### src/rtl/bus_arbiter_rr.sv
// Shares one pipelined read port among NUM_CHANNELS requesters.
// Arbitration is fixed-priority or round-robin; each channel has at most one read in flight.
module bus_arbiter_rr #(
  parameter int NUM_CHANNELS  = 8,
  parameter int ADDRESS_WIDTH = 8,
  parameter int DATA_WIDTH    = 8,
  parameter int MEM_LATENCY   = 1,
  parameter int PRIORITY_MODE = 1
) (
  input  logic                                  clk,
  input  logic                                  rst,
  input  logic [NUM_CHANNELS-1:0]               data_req,
  input  logic [NUM_CHANNELS*ADDRESS_WIDTH-1:0] data_addr,
  output logic [NUM_CHANNELS*DATA_WIDTH-1:0]    data,
  output logic [NUM_CHANNELS-1:0]               data_rdy,
  output logic [ADDRESS_WIDTH-1:0]              mem_data_addr,
  output logic                                  mem_rd_en,
  input  logic [DATA_WIDTH-1:0]                 mem_data
);

  // Handshake: a channel raises data_req with a stable data_addr and holds both until
  // data_rdy is seen; dropping data_req then retires the result, while dropping it
  // before data_rdy aborts the outstanding read and its return is discarded.

  localparam int PTR_W = (NUM_CHANNELS > 1) ? $clog2(NUM_CHANNELS) : 1;

  logic [NUM_CHANNELS-1:0]            data_rdy_q, data_rdy_d;
  logic [NUM_CHANNELS-1:0]            inflight_q, inflight_d;
  logic [NUM_CHANNELS-1:0]            abort_q, abort_d;
  logic [NUM_CHANNELS*DATA_WIDTH-1:0] data_q, data_d;
  logic [PTR_W-1:0]                   rr_ptr_q, rr_ptr_d;
  logic [MEM_LATENCY-1:0]             tag_vld_q, tag_vld_d;
  logic [PTR_W-1:0]                   tag_ch_q [MEM_LATENCY];
  logic [PTR_W-1:0]                   tag_ch_d [MEM_LATENCY];

  logic [NUM_CHANNELS-1:0] eligible;
  logic                    grant_vld;
  logic [PTR_W-1:0]        grant_ch;
  logic                    ret_vld;
  logic [PTR_W-1:0]        ret_ch;

  assign eligible = data_req & ~data_rdy_q & ~inflight_q;
  assign ret_vld  = tag_vld_q[MEM_LATENCY-1];
  assign ret_ch   = tag_ch_q[MEM_LATENCY-1];

  // Descending scan so the candidate closest to the search start is the one that sticks.
  always_comb begin : grant_pick
    int idx;
    idx       = 0;
    grant_vld = 1'b0;
    grant_ch  = '0;
    for (int k = NUM_CHANNELS - 1; k >= 0; k--) begin
      idx = (PRIORITY_MODE == 0) ? k : int'(rr_ptr_q) + k;
      if (idx >= NUM_CHANNELS) idx = idx - NUM_CHANNELS;
      if (eligible[idx]) begin
        grant_vld = 1'b1;
        grant_ch  = PTR_W'(idx);
      end
    end
  end

  assign mem_rd_en     = grant_vld & ~rst;
  assign mem_data_addr = (grant_vld && !rst) ?
                         data_addr[int'(grant_ch)*ADDRESS_WIDTH +: ADDRESS_WIDTH] : '0;

  always_comb begin
    abort_d    = abort_q | (inflight_q & ~data_req);
    inflight_d = inflight_q;
    data_rdy_d = data_rdy_q & data_req;
    data_d     = data_q;
    rr_ptr_d   = rr_ptr_q;
    // A return for an aborted channel only retires the slot.
    if (ret_vld) begin
      inflight_d[ret_ch] = 1'b0;
      if (!abort_d[ret_ch]) begin
        data_rdy_d[ret_ch]                                 = 1'b1;
        data_d[int'(ret_ch)*DATA_WIDTH +: DATA_WIDTH]      = mem_data;
      end
      abort_d[ret_ch] = 1'b0;
    end
    if (grant_vld) begin
      inflight_d[grant_ch] = 1'b1;
      rr_ptr_d = (int'(grant_ch) == NUM_CHANNELS - 1) ? '0 : grant_ch + 1'b1;
    end
    tag_vld_d[0] = grant_vld;
    tag_ch_d[0]  = grant_ch;
    for (int s = 1; s < MEM_LATENCY; s++) begin
      tag_vld_d[s] = tag_vld_q[s-1];
      tag_ch_d[s]  = tag_ch_q[s-1];
    end
  end

  always_ff @(posedge clk) begin
    if (rst) begin
      data_rdy_q <= '0;
      inflight_q <= '0;
      abort_q    <= '0;
      data_q     <= '0;
      rr_ptr_q   <= '0;
      tag_vld_q  <= '0;
      for (int s = 0; s < MEM_LATENCY; s++) tag_ch_q[s] <= '0;
    end else begin
      data_rdy_q <= data_rdy_d;
      inflight_q <= inflight_d;
      abort_q    <= abort_d;
      data_q     <= data_d;
      rr_ptr_q   <= rr_ptr_d;
      tag_vld_q  <= tag_vld_d;
      for (int s = 0; s < MEM_LATENCY; s++) tag_ch_q[s] <= tag_ch_d[s];
    end
  end

  assign data     = data_q;
  assign data_rdy = data_rdy_q;

endmodule

### config.mk
export PLATFORM = sky130hd
export DESIGN_NAME = bus_arbiter_rr
export DESIGN_NICKNAME = d
export VERILOG_FILES = /design/src/rtl/bus_arbiter_rr.sv
export SDC_FILE = /design/constraint.sdc
export NUM_CORES = 1
export LEC_CHECK = 0
export CAP_MARGIN = 10
export CORE_UTILIZATION = 53
export CTS_CLUSTER_SIZE = 14
export DETAILED_ROUTE_END_ITERATION = 8
export PLACE_DENSITY = 0.9
export SLEW_MARGIN = 15
export SYNTH_ARGS = -nofsm -noshare
export SYNTH_HDL_FRONTEND = slang
export SYNTH_SLANG_ARGS = --single-unit
### constraint.sdc
create_clock -name clk -period 5.5 [get_ports clk]
set_input_delay 0.55 -clock clk [delete_from_list [all_inputs] [get_ports clk]]
set_output_delay 0.55 -clock clk [all_outputs]
set_load 0.01 [all_outputs]
==> impl_metrics.env, run 1 <==
export IMPL_outcome="finished clean"
export IMPL_finalWirelength_um=19580
export IMPL_synth_flop_cell="dfxtp_1"
export IMPL_io_buffers=162
export IMPL_die_h_um=106.5
export IMPL_drt_iter0_markers=458
export IMPL_critPathSlowestCell="mux4_2"
export IMPL_max_stage_delay_ps=590
export IMPL_syn_inst=635
export IMPL_final_hold_violation_count=0
export IMPL_postCtsHoldBufs=0
export IMPL_leakage_nw=3.331
export IMPL_grt_pass1_vias=5622
export IMPL_area_delta_synth_final_pct=33.67
export IMPL_rrSetupSlack_ps=1640
export IMPL_wl_per_cell_um=21.12
export IMPL_cts_htree_levels=3
export IMPL_antenna_found_initial=0
export IMPL_grt_max_degree=89
export IMPL_cellPowerDensity_nw_per_um2=582.4
export IMPL_place_ws_ps=330.0
export IMPL_cp_cell_sequence="inv_2 > ha_1 > buf_4 > mux2i_1 > mux4_2 > a21oi_1 > nand2_1 > a221oi_1 > a211oi_2 > or3_1 > o221ai_2 > clkdlybuf4s50_1"
export IMPL_finalCritPeriodShare_pct=95.52
export IMPL_drive_gt1_share_pct=9.987
export IMPL_die_w_um=106.5
export IMPL_holdCritPathClass="reg -> reg"
export IMPL_num_antenna_cells=0
export IMPL_cts_tree="done"
export IMPL_avgSynthCellArea_um2=9.111
export IMPL_yosysWarnings=0
export IMPL_vias=5769
export IMPL_first_pass_iters=5
export IMPL_place_area_um2=7498
export IMPL_ios=163
export IMPL_clock_sinks=95
export IMPL_setup_slack_ps=246.2
export IMPL_cp_end_kind="output port"
export IMPL_yosysSeqAreaShare_pct=32.87
export IMPL_overflow=0
export IMPL_synth_nets=724
export IMPL_initial_core_util_pct=55.30
export IMPL_dieArea_um2=11340
export IMPL_viasPerCell=6.223
export IMPL_synth_top_cell_area_share_pct=32.87
export IMPL_grt_pass1_wl_um=30100
export IMPL_synth_edf_count=0
export IMPL_clock_latency_ps=370
export IMPL_min_period_ps=5254
export IMPL_coreArea_um2=10460
export IMPL_fmax_ghz=0.1903
export IMPL_setup_viol=0
export IMPL_yosysUniqueCellTypes=77
export IMPL_finalSetupTns_ps=0
export IMPL_rows=37
export IMPL_max_cap_violations=0
export IMPL_rsz0062_at_grt="false"
export IMPL_post_cts_setup_buffer_count=0
export IMPL_gp_congestion=1.069
export IMPL_cts_reportedPaths_clkPinSlew_ps=90
export IMPL_root_buffer="clkbuf_8"
export IMPL_relSlewSlack_pct=41.36
export IMPL_critical_path_arrival_ps=4700
export IMPL_grt_usage_pct=34.20
export IMPL_postSynth_asyncResetShare_pct=0
export IMPL_synth_area_leader_cell="dfxtp_1"
export IMPL_worstMarginPinSlew_ps=879.6
export IMPL_synth_area_leaders="dfxtp_1 (33%), mux2i_1 (17%), nor2_1 (6.3%)"
export IMPL_crit_type="reg -> out"
export IMPL_syn_cell_area_um2=5786
export IMPL_drv_slew=0
export IMPL_drc=0
export IMPL_vdd_ir_drop_worst_v=0.0005407
export IMPL_skew_ps=12.71
export IMPL_final_cell_area_um2=7734
export IMPL_cp_required_ps=4950
export IMPL_drtAntennaViolNets=0
export IMPL_clockBufferDepth=2
export IMPL_place_hpwl_um=14310
export IMPL_synth_seq_cells=95
export IMPL_path_max_fanout=12
export IMPL_cp_start_kind="register"
export IMPL_layout_nets=875
export IMPL_cts_inserted_buffers=9
## critical path, delay by kind of cell, from the launching register on
kind	cells	cell delay [ps]
AO/OA/AOI/OAI	4	1000
adder cells (fa/ha/maj)	1	400
buffers and inverters	3	900
flip-flops	1	490
multiplexers	2	770
AND/OR/NAND/NOR	2	770
## layout make-up
cell class	instances	area (µm²)
Sequential cell	95	1902
Timing Repair Buffer	181	1759
Multi-Input combinational cell	477	3605
Clock inverter	7	91.34
Clock buffer	9	123.9
Tap cell	136	170.2
Inverter	22	82.58
Fill cell	777	2729
## through the flow
| step | total power, W | hold slack [ps] | instances | utilization (%) |
|---|---|---|---|---|
| after global routing | 0.004743 | 514.8 | 927 | 73.92 |
| after detailed placement | 0.003916 | 477.4 | 910 | 71.67 |
| after global placement | 0.003844 | 469.1 | 910 | 71.67 |
| after floorplan | 0.003120 | 445.6 | 635 | - |
| final | 0.004504 | 505.2 | 927 | 73.92 |
| after CTS | 0.004417 | 498.5 | 926 | 73.80 |
## path summary, 6_finish.rpt
path | start | end | cells after the start
worst min-delay path | abort_q[0]$_SDFF_PP0_ | abort_q[0]$_SDFF_PP0_ | 2
worst max-delay path | rr_ptr_q[1]$_SDFFE_PP0N_ | mem_data_addr[5] | 12
worst min register to register | abort_q[0]$_SDFF_PP0_ | abort_q[0]$_SDFF_PP0_ | 2
worst max register to register | rr_ptr_q[1]$_SDFFE_PP0N_ | rr_ptr_q[2]$_SDFFE_PP0N_ | 11
## cell families after synthesis
logic type	after synthesis	synth area share [%]
AND/OR/NAND/NOR	236	22.23
multiplexers	122	23.05
AO/OA/AOI/OAI	108	14.71
flip-flops	95	32.87
buffers and inverters	64	5.169
adder cells (fa/ha/maj)	7	1.514
XOR/XNOR	3	0.4542
## registers in the layout (all words and copies together), names as in the netlist
signal,flops
abort_q,8
data,64
data_rdy,8
inflight_q,8
ret_vld,1
rr_ptr_q,3
tag_ch_q,3
## cells in the mapped netlist, types with 5 or more instances
library cell / count
mux2_2: 10
a22oi_1: 10
buf_4: 5
or3b_1: 7
nor2_1: 97
ha_1: 7
mux2_1: 7
a211oi_1: 8
mux2i_1: 97
and2_1: 23
o221ai_2: 7
inv_1: 17
nand4b_1: 10
nand4_1: 5
nor3b_1: 13
nor4b_1: 9
nand2_1: 27
nor3_1: 10
o21ai_0: 8
clkbuf_1: 23
mux4_2: 7
a21oi_1: 22
buf_2: 8
dfxtp_1: 95
## layer usage
| metal | GRT usage (%) | up-vias | routed length (µm) |
|---|---|---|---|
| met3 | 6.744 | 65 | 1255 |
| met5 | 0 | - | 0 |
| li1 | - | 2629 | - |
| met1 | 42.96 | 2813 | 8001 |
| met4 | 14.48 | 0 | 743 |
| met2 | 57.05 | 262 | 9581 |
## power by group
part	switching [W]	internal, W	leakage, nW
logic	0.00175	0.00144	2.46
clock network	0.000266	0.000220	0.105
registers	0.0000800	0.000753	0.769
total	0.00209	0.00241	3.33
## timing repair
action,in CTS,in global routing
pin swaps,0,1
gates cloned,0,1
endpoints found under the setup margin,7,8
endpoints found under the hold margin,0,0
resized for setup,1,0
## cells in the final DEF, fill, tap and decap left out, types with 5 or more instances in the layout
cell	Yosys	routed
or3b_1	7	7
a21oi_1	22	22
dfxtp_1	95	95
mux2i_1	97	97
mux4_2	7	7
nand2_1	27	27
nor3b_1	13	13
nor2_1	97	97
clkbuf_8	0	9
o221ai_2	7	7
ha_1	7	7
o21ai_0	8	8
mux2_1	7	7
nand4b_1	10	10
nor4b_1	9	9
and2_1	23	23
buf_4	5	19
nor3_1	10	10
inv_1	17	17
mux2_2	10	10
a22oi_1	10	10
a211oi_1	8	8
nand4_1	5	5
clkdlybuf4s50_1	0	161
Note: power is estimated with default switching activity, not from simulation.
==> run 2: changes to the inputs <==
--- a/config.mk
+++ b/config.mk
@@ -6,6 +6,7 @@
 export NUM_CORES = 1
 export LEC_CHECK = 0
 export CAP_MARGIN = 10
+export CORE_MARGIN = 2
 export CORE_UTILIZATION = 53
 export CTS_CLUSTER_SIZE = 14
 export DETAILED_ROUTE_END_ITERATION = 8
==> run 2 against run 1 <==
  * Final cell count is 0.22% higher
  * Clock skew is 2.3 ps lower
  * Setup slack better by 12 ps
  * Maximum frequency is 0.22% higher
  * Die area is 3.8% higher
  * Core utilization is 2.0 points lower
  * Critical path depth stayed put
  * Final area hardly changed
  * Combinational power hardly changed
  * Clock power hardly changed
  * Critical path type unchanged
  * Largest power group unchanged
==> impl_metrics.env, run 2 (synthesis gave the netlist of run 1 again) <==
export IMPL_finalWirelength_um=18710
export IMPL_vdd_ir_drop_worst_v=0.0004524
export IMPL_wl_per_cell_um=20.14
export IMPL_cts_inserted_buffers=9
export IMPL_dieArea_um2=11770
export IMPL_place_ws_ps=458.0
export IMPL_first_pass_iters=6
export IMPL_critical_path_arrival_ps=4690
export IMPL_gp_congestion=1.056
export IMPL_fmax_ghz=0.1908
export IMPL_vias=5677
export IMPL_final_hold_violation_count=0
export IMPL_layout_common_cells="clkdlybuf4s50_1 (161), mux2i_1 (97), nor2_1 (97), dfxtp_1 (95), nand2_1 (27)"
export IMPL_clock_sinks=95
export IMPL_p_sw_share_pct=45.51
export IMPL_clock_latency_ps=360
export IMPL_antenna_found_initial=0
export IMPL_area_delta_synth_final_pct=33.54
export IMPL_grt_pass1_wl_um=29420
export IMPL_switchingPower_w=0.002041
export IMPL_rrSetupSlack_ps=1560
export IMPL_grt_pass1_vias=5571
export IMPL_cts_htree_levels=3
export IMPL_cts_reportedPaths_clkPinSlew_ps=90
export IMPL_io_buffers=162
export IMPL_p_int_w=0.002444
export IMPL_cp_end_kind="output port"
export IMPL_crit_path_end="mem_data_addr[4]"
export IMPL_holdCritPathClass="reg -> reg"
export IMPL_drt_iter0_markers=497
export IMPL_finalCritPeriodShare_pct=95.31
export IMPL_root_buffer="clkbuf_8"
export IMPL_post_cts_setup_buffer_count=0
export IMPL_cts_resized_gates=0
export IMPL_critical_path_startpoint="rr_ptr_q[1]$_SDFFE_PP0N_"
export IMPL_largest_reg_flops=64
export IMPL_rsz0062_at_grt="false"
export IMPL_final_cell_area_um2=7726
export IMPL_r2r_start="rr_ptr_q[1]$_SDFFE_PP0N_"
export IMPL_drtAntennaViolNets=0
export IMPL_initial_core_util_pct=53.84
export IMPL_overflow=0
export IMPL_setup_viol=0
export IMPL_clockBufferDepth=2
export IMPL_rows=38
export IMPL_power_w=0.004485
export IMPL_p_seq_share_pct=18.5
export IMPL_finalSetupTns_ps=0
export IMPL_drc=0
export IMPL_cts_tree="done"
export IMPL_clockPowerShare_pct=10.9
export IMPL_viasPerCell=6.111
export IMPL_drv_slew=0
export IMPL_drive_gt1_share_pct=9.632
export IMPL_ff2ff_path_depth=12
export IMPL_die_h_um=108.5
export IMPL_worstMarginPinSlew_ps=882.8
export IMPL_place_hpwl_um=14310
export IMPL_num_antenna_cells=0
export IMPL_place_area_um2=7508
export IMPL_grt_usage_pct=32.01
export IMPL_reg2reg_to="rr_ptr_q[2]$_SDFFE_PP0N_"
export IMPL_outcome="finished clean"
export IMPL_cp_required_ps=4950
export IMPL_path_max_fanout=10
export IMPL_leakage_nw=3.325
export IMPL_postCtsHoldBufs=0
export IMPL_combPwrFrac_pct=70.6
export IMPL_final_common_cell="clkdlybuf4s50_1"
export IMPL_cellPowerDensity_nw_per_um2=580.5
export IMPL_relSlewSlack_pct=41.15
export IMPL_coreArea_um2=10750
export IMPL_min_period_ps=5242
export IMPL_grt_max_degree=89
export IMPL_fillers=804
export IMPL_placed_cells=913
export IMPL_skew_ps=10.36
export IMPL_max_cap_violations=0
export IMPL_crit_type="reg -> out"
export IMPL_fin_cells=929
export IMPL_setup_slack_ps=257.8
export IMPL_layout_nets=873
export IMPL_ios=163
export IMPL_cp_start_kind="register"
export IMPL_die_w_um=108.5
run 2: cell types whose count changed in the layout (fill, tap and decap cells not counted), sizes merged:
cell    before  now
clkbuf       9   12
clkinv       6    4
buf         20   19
inv         21   20
o211ai       8    7
run 2: worst max-delay path: stages (launching register included):
cell and delay (ps):
dfxtp_1 550, inv_2 70, ha_1 500, buf_4 280, mux2i_1 180, mux4_2 580
a21oi_1 250, nand2_1 140, a221oi_1 270, a211oi_2 170, or3_1 530, o221ai_2 230
clkdlybuf4s50_1 570
run 2: how the worst min path moves through the flow:
| stage | start | endpoint | slack [ps] | cells past startpoint |
|---|---|---|---|---|
| 2_1_floorplan | abort_q[7]$_SDFF_PP0_ | abort_q[7]$_SDFF_PP0_ | 450 | 2 |
| 3_3_place_gp | abort_q[7]$_SDFF_PP0_ | abort_q[7]$_SDFF_PP0_ | 460 | 2 |
| 3_5_place_dp | abort_q[7]$_SDFF_PP0_ | abort_q[7]$_SDFF_PP0_ | 460 | 2 |
| 4_1_cts | abort_q[7]$_SDFF_PP0_ | abort_q[7]$_SDFF_PP0_ | 480 | 2 |
| 5_1_grt | rst | abort_q[2]$_SDFF_PP0_ | 510 | 4 |
| 6_report | abort_q[7]$_SDFF_PP0_ | abort_q[7]$_SDFF_PP0_ | 500 | 2 |
run 2: power groups by stage:
stage	Combinational (W)	Clock, W	Sequential [W]
final	0.00317	0.000487	0.000830
after global routing	0.00337	0.000514	0.000838
after CTS	0.00312	0.000490	0.000827
after detailed placement	0.00310	0	0.000844
after global placement	0.00305	0	0.000839
after floorplan	0.00230	0	0.000823
run 2: cell type report:
class,count,area (µm²),share of cell area [%]
clock buffer,12,165.2,2.138
sequential,95,1902,24.62
clock inverter,4,51.30,0.6640
timing repair buffer,180,1764,22.83
tap,140,175.2,2.267
inverter,22,82.58,1.069
multi-input combinational,476,3586,46.41
run 2: layer usage:
layer | GRT usage [%] | part of all wire, % | vias to the layer above
met4 | 11.17 | 3.3 | 0
met1 | 37.10 | 38 | 2712
li1 | - | - | 2627
met5 | 0 | 0 | -
met3 | 9.222 | 8.7 | 49
met2 | 56.16 | 50 | 289
run 2: through the flow:
step / hold WS (ps) / util, %
after floorplan: 445.6 / -
after global placement: 462.0 / 69.88
after detailed placement: 463.6 / 69.88
after CTS: 484.6 / 71.89
after global routing: 514.5 / 71.90
final: 496.6 / 71.90
